### src/rtl/alu_pkg.sv
// Shared ALU definitions for the EX stage.
//   ALU_* : ALUControl encodings produced by the ALU decoder.
//   bitcnt_state_e : state encoding of the bit-count sequencer.
//   op_is_bitcnt() : true for the Zbb bit-count ops (CLZ, CTZ, CPOP).
package alu_pkg;

  localparam logic [3:0] ALU_ADD  = 4'b0000;
  localparam logic [3:0] ALU_SUB  = 4'b0001;
  localparam logic [3:0] ALU_AND  = 4'b0010;
  localparam logic [3:0] ALU_OR   = 4'b0011;
  localparam logic [3:0] ALU_SLT  = 4'b0101;
  localparam logic [3:0] ALU_CTZ  = 4'b0110;
  localparam logic [3:0] ALU_CLZ  = 4'b0111;
  localparam logic [3:0] ALU_CPOP = 4'b1000;

  // Count width: holds 0..32.
  localparam int unsigned CNT_W = 6;

  typedef enum logic [1:0] {
    IDLE,
    RUN,
    DONE
  } bitcnt_state_e;

  function automatic logic op_is_bitcnt(input logic [3:0] op);
    return (op == ALU_CLZ) || (op == ALU_CTZ) || (op == ALU_CPOP);
  endfunction

endpackage

### src/rtl/bitcnt_chunk.sv
// Combinational per-beat counter for one CHUNK-bit slice.
//   slice    : bits examined this beat
//   op       : ALUControl of the running op; ALU_CLZ scans MSB first,
//              anything else scans LSB first
//   zero_run : zeros before the first 1 in scan order (CHUNK if none)
//   has_one  : slice contains at least one 1
//   pop      : number of 1s in the slice
module bitcnt_chunk
  import alu_pkg::*;
#(
  parameter int unsigned CHUNK = 4
) (
  input  logic [CHUNK-1:0] slice,
  input  logic [3:0]       op,
  output logic [CNT_W-1:0] zero_run,
  output logic             has_one,
  output logic [CNT_W-1:0] pop
);

  logic hit;
  logic bit_in_order;

  always_comb begin
    zero_run     = '0;
    pop          = '0;
    hit          = 1'b0;
    bit_in_order = 1'b0;
    for (int unsigned i = 0; i < CHUNK; i++) begin
      bit_in_order = (op == ALU_CLZ) ? slice[CHUNK-1-i] : slice[i];
      if (!hit) begin
        if (bit_in_order) hit = 1'b1;
        else              zero_run = zero_run + 1'b1;
      end
      pop = pop + CNT_W'(slice[i]);
    end
    has_one = |slice;
  end

endmodule

### src/rtl/bitcnt_seq.sv
// Multi-cycle CLZ / CTZ / CPOP sequencer beside the EX-stage ALU.
// Scans CHUNK bits per cycle over XLEN/CHUNK RUN beats and stalls the
// pipeline until the count is ready.
//   clk, reset : clock, synchronous active-high reset
//   start      : EX holds a valid instruction
//   ALUControl : decoder op; only CLZ/CTZ/CPOP start the sequencer
//   src        : rs1 operand, sampled on the accepting edge
//   flush      : EX flush; aborts a running op
//   stall      : combinational hold of IF/ID/EX
//   done       : one-cycle pulse, result valid
//   result     : count zero-extended to XLEN, held until the next done
module bitcnt_seq
  import alu_pkg::*;
#(
  parameter int unsigned XLEN  = 32,
  parameter int unsigned CHUNK = 4
) (
  input  logic            clk,
  input  logic            reset,
  input  logic            start,
  input  logic [3:0]      ALUControl,
  input  logic [XLEN-1:0] src,
  input  logic            flush,
  output logic            stall,
  output logic            done,
  output logic [XLEN-1:0] result
);

  localparam int unsigned N  = XLEN / CHUNK;
  localparam int unsigned BW = (N > 1) ? $clog2(N) : 1;

  bitcnt_state_e    state;
  logic [XLEN-1:0]  sh;
  logic [3:0]       op_q;
  logic [CNT_W-1:0] count;
  logic             found;
  logic [BW-1:0]    beat;

  logic             accept;
  logic [CHUNK-1:0] slice;
  logic [CNT_W-1:0] zero_run;
  logic [CNT_W-1:0] pop;
  logic             has_one;
  logic [CNT_W-1:0] count_next;
  logic             found_next;
  logic [XLEN-1:0]  sh_next;

  assign accept = (state == IDLE) && start && op_is_bitcnt(ALUControl) && !flush;
  assign stall  = accept || (state == RUN);

  // CLZ consumes from the top and shifts left; CTZ/CPOP consume from the bottom.
  assign slice   = (op_q == ALU_CLZ) ? sh[XLEN-1 -: CHUNK] : sh[CHUNK-1:0];
  assign sh_next = (op_q == ALU_CLZ) ? (sh << CHUNK) : (sh >> CHUNK);

  bitcnt_chunk #(
    .CHUNK (CHUNK)
  ) u_chunk (
    .slice    (slice),
    .op       (op_q),
    .zero_run (zero_run),
    .has_one  (has_one),
    .pop      (pop)
  );

  always_comb begin
    count_next = count;
    found_next = found;
    if (op_q == ALU_CPOP) begin
      count_next = count + pop;
    end else if (!found) begin
      count_next = count + zero_run;
      found_next = has_one;
    end
  end

  // result/done are registered on the last beat so both are valid in DONE.
  always_ff @(posedge clk) begin
    if (reset) begin
      state  <= IDLE;
      sh     <= '0;
      op_q   <= '0;
      count  <= '0;
      found  <= 1'b0;
      beat   <= '0;
      done   <= 1'b0;
      result <= '0;
    end else begin
      case (state)
        IDLE: begin
          if (accept) begin
            state <= RUN;
            sh    <= src;
            op_q  <= ALUControl;
            count <= '0;
            found <= 1'b0;
            beat  <= '0;
          end
        end
        RUN: begin
          if (flush) begin
            state <= IDLE;
          end else begin
            sh    <= sh_next;
            count <= count_next;
            found <= found_next;
            beat  <= beat + 1'b1;
            if (beat == BW'(N - 1)) begin
              state  <= DONE;
              done   <= 1'b1;
              result <= XLEN'(count_next);
            end
          end
        end
        DONE: begin
          done  <= 1'b0;
          state <= IDLE;
        end
        default: state <= IDLE;
      endcase
    end
  end

endmodule

### config.mk
export PLATFORM = sky130hd
export DESIGN_NAME = bitcnt_seq
export DESIGN_NICKNAME = d
export VERILOG_FILES = /design/src/rtl/alu_pkg.sv /design/src/rtl/bitcnt_chunk.sv /design/src/rtl/bitcnt_seq.sv
export SDC_FILE = /design/constraint.sdc
export NUM_CORES = 1
export LEC_CHECK = 0
export BUFFER_PORTS_ARGS = -buffer_cell sky130_fd_sc_hd__buf_2
export CAP_MARGIN = 20
export CORE_AREA = 2 2 79 88
export DETAILED_ROUTE_END_ITERATION = 16
export DIE_AREA = 0 0 81 90
export GPL_TIMING_DRIVEN = 0
export PLACE_DENSITY = 0.87
export SLEW_MARGIN = 10
export SYNTH_ARGS = -nofsm -noshare
export SYNTH_HDL_FRONTEND = slang
export SYNTH_SLANG_ARGS = --single-unit
export TNS_END_PERCENT = 50
### constraint.sdc
create_clock -name clk -period 5 [get_ports clk]
set_clock_uncertainty 0.1 [all_clocks]
set_input_delay 0.25 -clock clk [delete_from_list [all_inputs] [get_ports clk]]
set_output_delay 0.25 -clock clk [all_outputs]
set_load 0.005 [all_outputs]
[Word level (Yosys, flattened, before mapping)]
Cells that the tools add are included.
Cells by class
  add/subtract/negate cells: 9
  equality and inequality tests: 13
  bitwise operators: 1
  reduce and logical (&&, ||, !) cells: 17
  multiplexer cells: 41
Operators with widths (number)
  $mux W32: 3
  $pmux W32 S2: 1
  $mux W6: 10
  $mux W1: 16
  $add A6 B1 Y6: 2
  $add A6 B1 Y6 const B: 2
  $add A6 B6 Y6: 2
  $eq A4 B3 Y1 const B: 3
  $pmux W6 S2: 1
  $reduce_and A3 Y1: 3
  $eq A4 B4 Y1 const B: 2
  $mux W2: 3
  $mux W3: 2
  $ne A2 B2 Y1 const B: 3
  $pmux W3 S2: 1
  $mux W4: 1
  $pmux W1 S2: 2
  $pmux W2 S2: 1
  $reduce_and A2 Y1: 2
  $reduce_and A4 Y1: 1
  $reduce_bool A2 Y1: 2
  $reduce_or A4 Y1: 1
  $add A3 B1 Y3 const B: 1
  $eq A3 B3 Y1 const B: 1
  11 further kinds: 15
Word-level totals
  logic and storage cells: 89
  input port bits: 40
  bits in registers: 55

[Logic depth before layout (Yosys ltp)]
  word-level depth: 18
  gate-level depth with buffers: 15
  depth with buffers taken out: 13

[Modules after synthesis]
Synthesis repeated with hierarchy kept, for this count alone.
Second synthesis, totals
  cells, all modules: 471
  area, all modules: 3626.0 sq um
By module, submodules not included
  bitcnt_seq: times used 1, area an instance 3363.2 sq um, cells each 437
  bitcnt_chunk: times used 1, area an instance 262.8 sq um, cells each 34

[Worst setup path after synthesis]
OpenSTA, ideal clock, no wires.
  path kind: reg-to-reg
  from: register op_q[2]
  to: register count[4]
  arrival: 3215 ps
  stages on the path, launching flop included: 15
  slack: 1565 ps
  data required time: 4780 ps
  cell sequence: dfxtp_1 -> and4b_1 -> buf_4 -> buf_2 -> o21ai_0 -> ha_1 -> inv_1 -> fa_1 -> or2_2 -> fa_1 -> nor2b_1 -> o211ai_1 -> o31ai_1 -> nor3_1 -> a211o_1
Between the ends
  cells in the longest elaborated chain, start to end: 18
  elaborated cells between the ends (all ways): 31
  classes of those cells: add/sub: 8; eq/ne: 2; mux: 21
RTL lines
  from (decl): line bitcnt_seq.sv:34  | logic [3:0] op_q;
  from (signal assigned): line bitcnt_seq.sv:93  | op_q <= ALUControl;
  $eq A4 B3 Y1: line bitcnt_chunk.sv:29, bitcnt_seq.sv:52
  $mux W4: line bitcnt_seq.sv:52  | assign slice = (op_q == ALU_CLZ) ? sh[XLEN-1 -: CHUNK] : sh[CHUNK-1:0];
  $mux W1: line bitcnt_chunk.sv:29  | bit_in_order = (op == ALU_CLZ) ? slice[CHUNK-1-i] : slice[i];
  $mux W1: line bitcnt_chunk.sv:31  | if (bit_in_order) hit = 1'b1;
  $add A1 B1 Y2: line bitcnt_chunk.sv:32  | else zero_run = zero_run + 1'b1;
  $mux W6: line bitcnt_chunk.sv:31
  $mux W6: line bitcnt_chunk.sv:30  | if (!hit) begin
  $add A6 B1 Y6: line bitcnt_chunk.sv:32
  (+2 left out)
  $add A6 B1 Y6: line bitcnt_chunk.sv:32
  $mux W6: line bitcnt_chunk.sv:31
  $mux W6: line bitcnt_chunk.sv:30
  $add A6 B6 Y6: line bitcnt_seq.sv:71  | count_next = count + zero_run;
  $mux W6: line bitcnt_seq.sv:70  | end else if (!found) begin
  $mux W6 (*): line bitcnt_seq.sv:68  | if (op_q == ALU_CPOP) begin
  $mux W6 (*): line bitcnt_seq.sv:100  | if (flush) begin
  $pmux W6 S2 (*): line bitcnt_seq.sv:88  | case (state)
  to (signal assigned): line bitcnt_seq.sv:104  | count <= count_next;
  to (decl): line bitcnt_seq.sv:35  | logic [CNT_W-1:0] count;
Mark *: on every way between the ends. The rest lies on a longest branch, timed or not. The select of a mux whose other input is x is not followed.
A chain may end at the register's enable or synchronous reset.

[Worst setup path after layout]
  from: register op_q[1]
  to: register count[4]
Same word-level chain as after synthesis.

==> impl_metrics.csv <==
group,metric,value,unit
floorplan,core-area,6439,um2
worst_setup_path,rr_startpoint,"op_q[1]",
timing,finalCriticalPeriod,3.793,ns
clocking,clockBufferDepth,2,
layout,nets,580,
placement,gp_congestion,0.9320,
worst_setup_path,crit_path_frequent_cell,"fa_1",
layout,area_growth,15.03,%
route,drt-wirelength-per-cell,15.16,um
layout,drive_gt1_share,18.41,%
layout,diodes,0,
worst_setup_path,r2r_end,"count[4]",
status,status,"completed",
layout,nFillCells,607,
floorplan,die_h,90,um
worst_setup_path,slowest_stage,"dfxtp_1",
worst_hold_path,hold_end,"sh[28]",
placement,port_buffers,46,
synthesis,avgSynthCellArea,7.616,um2
synthesis,ys_warn_count,0,
run,drv_cap,0,
worst_setup_path,reg2reg_depth,15,
timing,rsz0062_at_grt,"false",
route,wl,9.230,mm
placement,hpwlAfterDp,6.873,mm
timing,setup-tns-final,0,ns
worst_hold_path,hold_depth,3,
worst_setup_path,arrival,3.90,ns
synthesis,synth-seq-cells,55,
clocking,insertion_delay,0.31,ns
power,ir_drop,0.2075,mV
timing,finalCritPeriodShare,75.86,%
grt,grt_pass1_wl,15.25,mm
clocking,cts_sinks,55,
route,antenna_left,0,
placement,place_area,3835,um2
clocking,clk_pin_slew_worst_paths,0.09,ns
synthesis,yosysSeqAreaShare,32.34,%
power,report.power.total,825.2,uW
layout,utilization,60.82,%
worst_setup_path,worst-r2r-setup-slack,1.21,ns
worst_hold_path,worstHoldStart,"src[28]",
worst_setup_path,worstSetupStartpointType,"flop",
timing,finalSetupViolations,0,
worst_setup_path,cp_cell_sequence,"and4b_1 > buf_4 > buf_2 > nand2_1 > o21ai_0 > ha_1 > inv_1 > fa_1 > or2_2 > fa_1 > nor2b_1 > o211ai_1 > o31ai_1 > nor3_1 > a211o_1",
synthesis,synth_top_area_share,32.34,%
timing,fmax,0.2637,GHz
worst_setup_path,cp.required,5.11,ns
power,p_seq_share,55.4,%
clocking,htree_levels,2,
timing,tightestPinTransition,0.5983,ns
power,power.switching,223.1,uW
worst_setup_path,critPathCaptureType,"flop",
timing,timing.hold.ws,0.09755,ns
timing,slew_headroom,59.94,%
floorplan,die_area,7290,um2
worst_setup_path,cp_max_fo,10,
synthesis,syn-cell-area,3405,um2
route,drt-pass1-iter-count,5,
synthesis,synth_commonest_cells,"94 x nand2_1, 55 x dfxtp_1, 40 x a21oi_1",
route,vias,3554,
clocking,cts_tree,"built",
synthesis,synth_edf_count,0,
synthesis,ys.flop_type,"dfxtp_1",
route,drc_errors,0,
placement,place_inst,601,
power,clockPowerShare,29.3,%
timing,hold_viol,0,
grt,antenna_found_initial,0,
worst_hold_path,hold_path.class,"input port to flop",
placement,place_worst_setup_slack,1.249,ns
floorplan,rows,31,
grt,first_global_vias,3423,
grt,gr-usage-all-layers,25.84,%
timing,worst_slack,1.207,ns
power,power_density,210.7,nW/um2
grt,grt_max_degree,16,
clocking,numCtsBuffers,5,
synthesis,synth_cell_type_count,50,
timing,slew_violations,0,
synthesis,yosysMostFrequentCell,"nand2_1",
power,swShare,27.03,%
route,via_per_inst,5.836,
layout,design_area,3916,um2
worst_setup_path,cpPeakStageDelay,0.49,ns
power,internal_power,602.1,uW
power,p_leak,1.618,nW
clocking,ctsResizeCount,0,
floorplan,die_x,81,um
synthesis,synthArstFlopShare,0,%
floorplan,start_util,52.88,%
synthesis,synth_area_leader_cell,"dfxtp_1",
synthesis,synth_cells,447,
clocking,holdBufCountCts,0,
power,pwr-share-comb,15.2,%
grt,grt_overflow,0,
clocking,cts_root_buffer,"clkbuf_8",
synthesis,synth.top_cells.by_area,"dfxtp_1 32%, nand2_1 10%, buf_4 6.2%",
worst_setup_path,worstSetupPathType,"flop to flop",
floorplan,io_pins,74,
layout,stdcell_count,609,
clocking,post_cts.repair.setup_buffers,0,
route,first_iter_violations,327,
==> power by group through the flow <==
stage / Sequential, mW / Clock (mW) / Combinational [mW]
4_1_cts: 0.457 / 0.243 / 0.122
6_report: 0.457 / 0.242 / 0.126
2_1_floorplan: 0.464 / 0 / 0.0866
5_1_grt: 0.459 / 0.262 / 0.139
3_3_place_gp: 0.467 / 0 / 0.119
3_5_place_dp: 0.467 / 0 / 0.121
==> registers in the layout, indices dropped and copies added, names as in the netlist <==
register / flops
beat: 3
count: 6
done: 1
found: 1
op_q: 4
result: 6
sh: 32
state: 2
==> layout make-up <==
class	count	area [um2]	share of cell area, %
multi-input combinational	355	2047	52.27
sequential	55	1101	28.12
buffer	55	324.1	8.275
timing repair buffer	46	230.2	5.879
tap	82	102.6	2.620
clock buffer	7	76.32	1.949
inverter	8	30.03	0.7668
clock inverter	1	5.005	0.1278
==> kinds of logic after synthesis <==
kind of cell               synth area share [%]
xor gates and xnor gates                 0.7719
muxes                                     2.352
and+or+nand+nor                           27.09
other                                    0.1101
DFF                                       32.34
buffers and inverters                     10.40
AOI/OAI and AO/OA                         21.13
adders and majority gates                 5.807
==> critical path, delay by kind of cell (launching register included) <==
kind | cells | cell delay [ns]
compound gates | 4 | 0.65
fa+ha+maj | 3 | 1.12
buf+inv | 3 | 0.45
flops | 1 | 0.49
simple gates | 5 | 0.88
==> cell usage in the layout, fill, tap and decap left out, drive strengths merged, types with 4 or more instances in the layout <==
cell    count
conb       27
nor2       30
mux2i       8
o21ai       5
a311oi      8
nor2b       5
clkbuf     20
nand2      95
buf        88
nand3      37
a21oi      40
ha         11
dfxtp      55
inv         8
o211ai     28
nor3        8
a22oi       4
a211oi      6
==> how the worst max path moves through the flow <==
stage	startpoint	endpoint
5_1_grt	op_q[2]	count[4]
3_5_place_dp	op_q[1]	count[4]
6_report	op_q[1]	count[4]
4_1_cts	op_q[1]	count[4]
3_3_place_gp	op_q[2]	count[4]
2_1_floorplan	op_q[2]	count[4]
==> per-layer routing <==
layer  GRT usage, %  up-vias  wire length [um]
li1               -     1690                 -
met1          31.81     1625              3729
met4          12.29        0               285
met3          5.221       39               786
met5              0        -                 0
met2          42.42      200              4429
No activity file was read; power rests on OpenSTA's default activity.
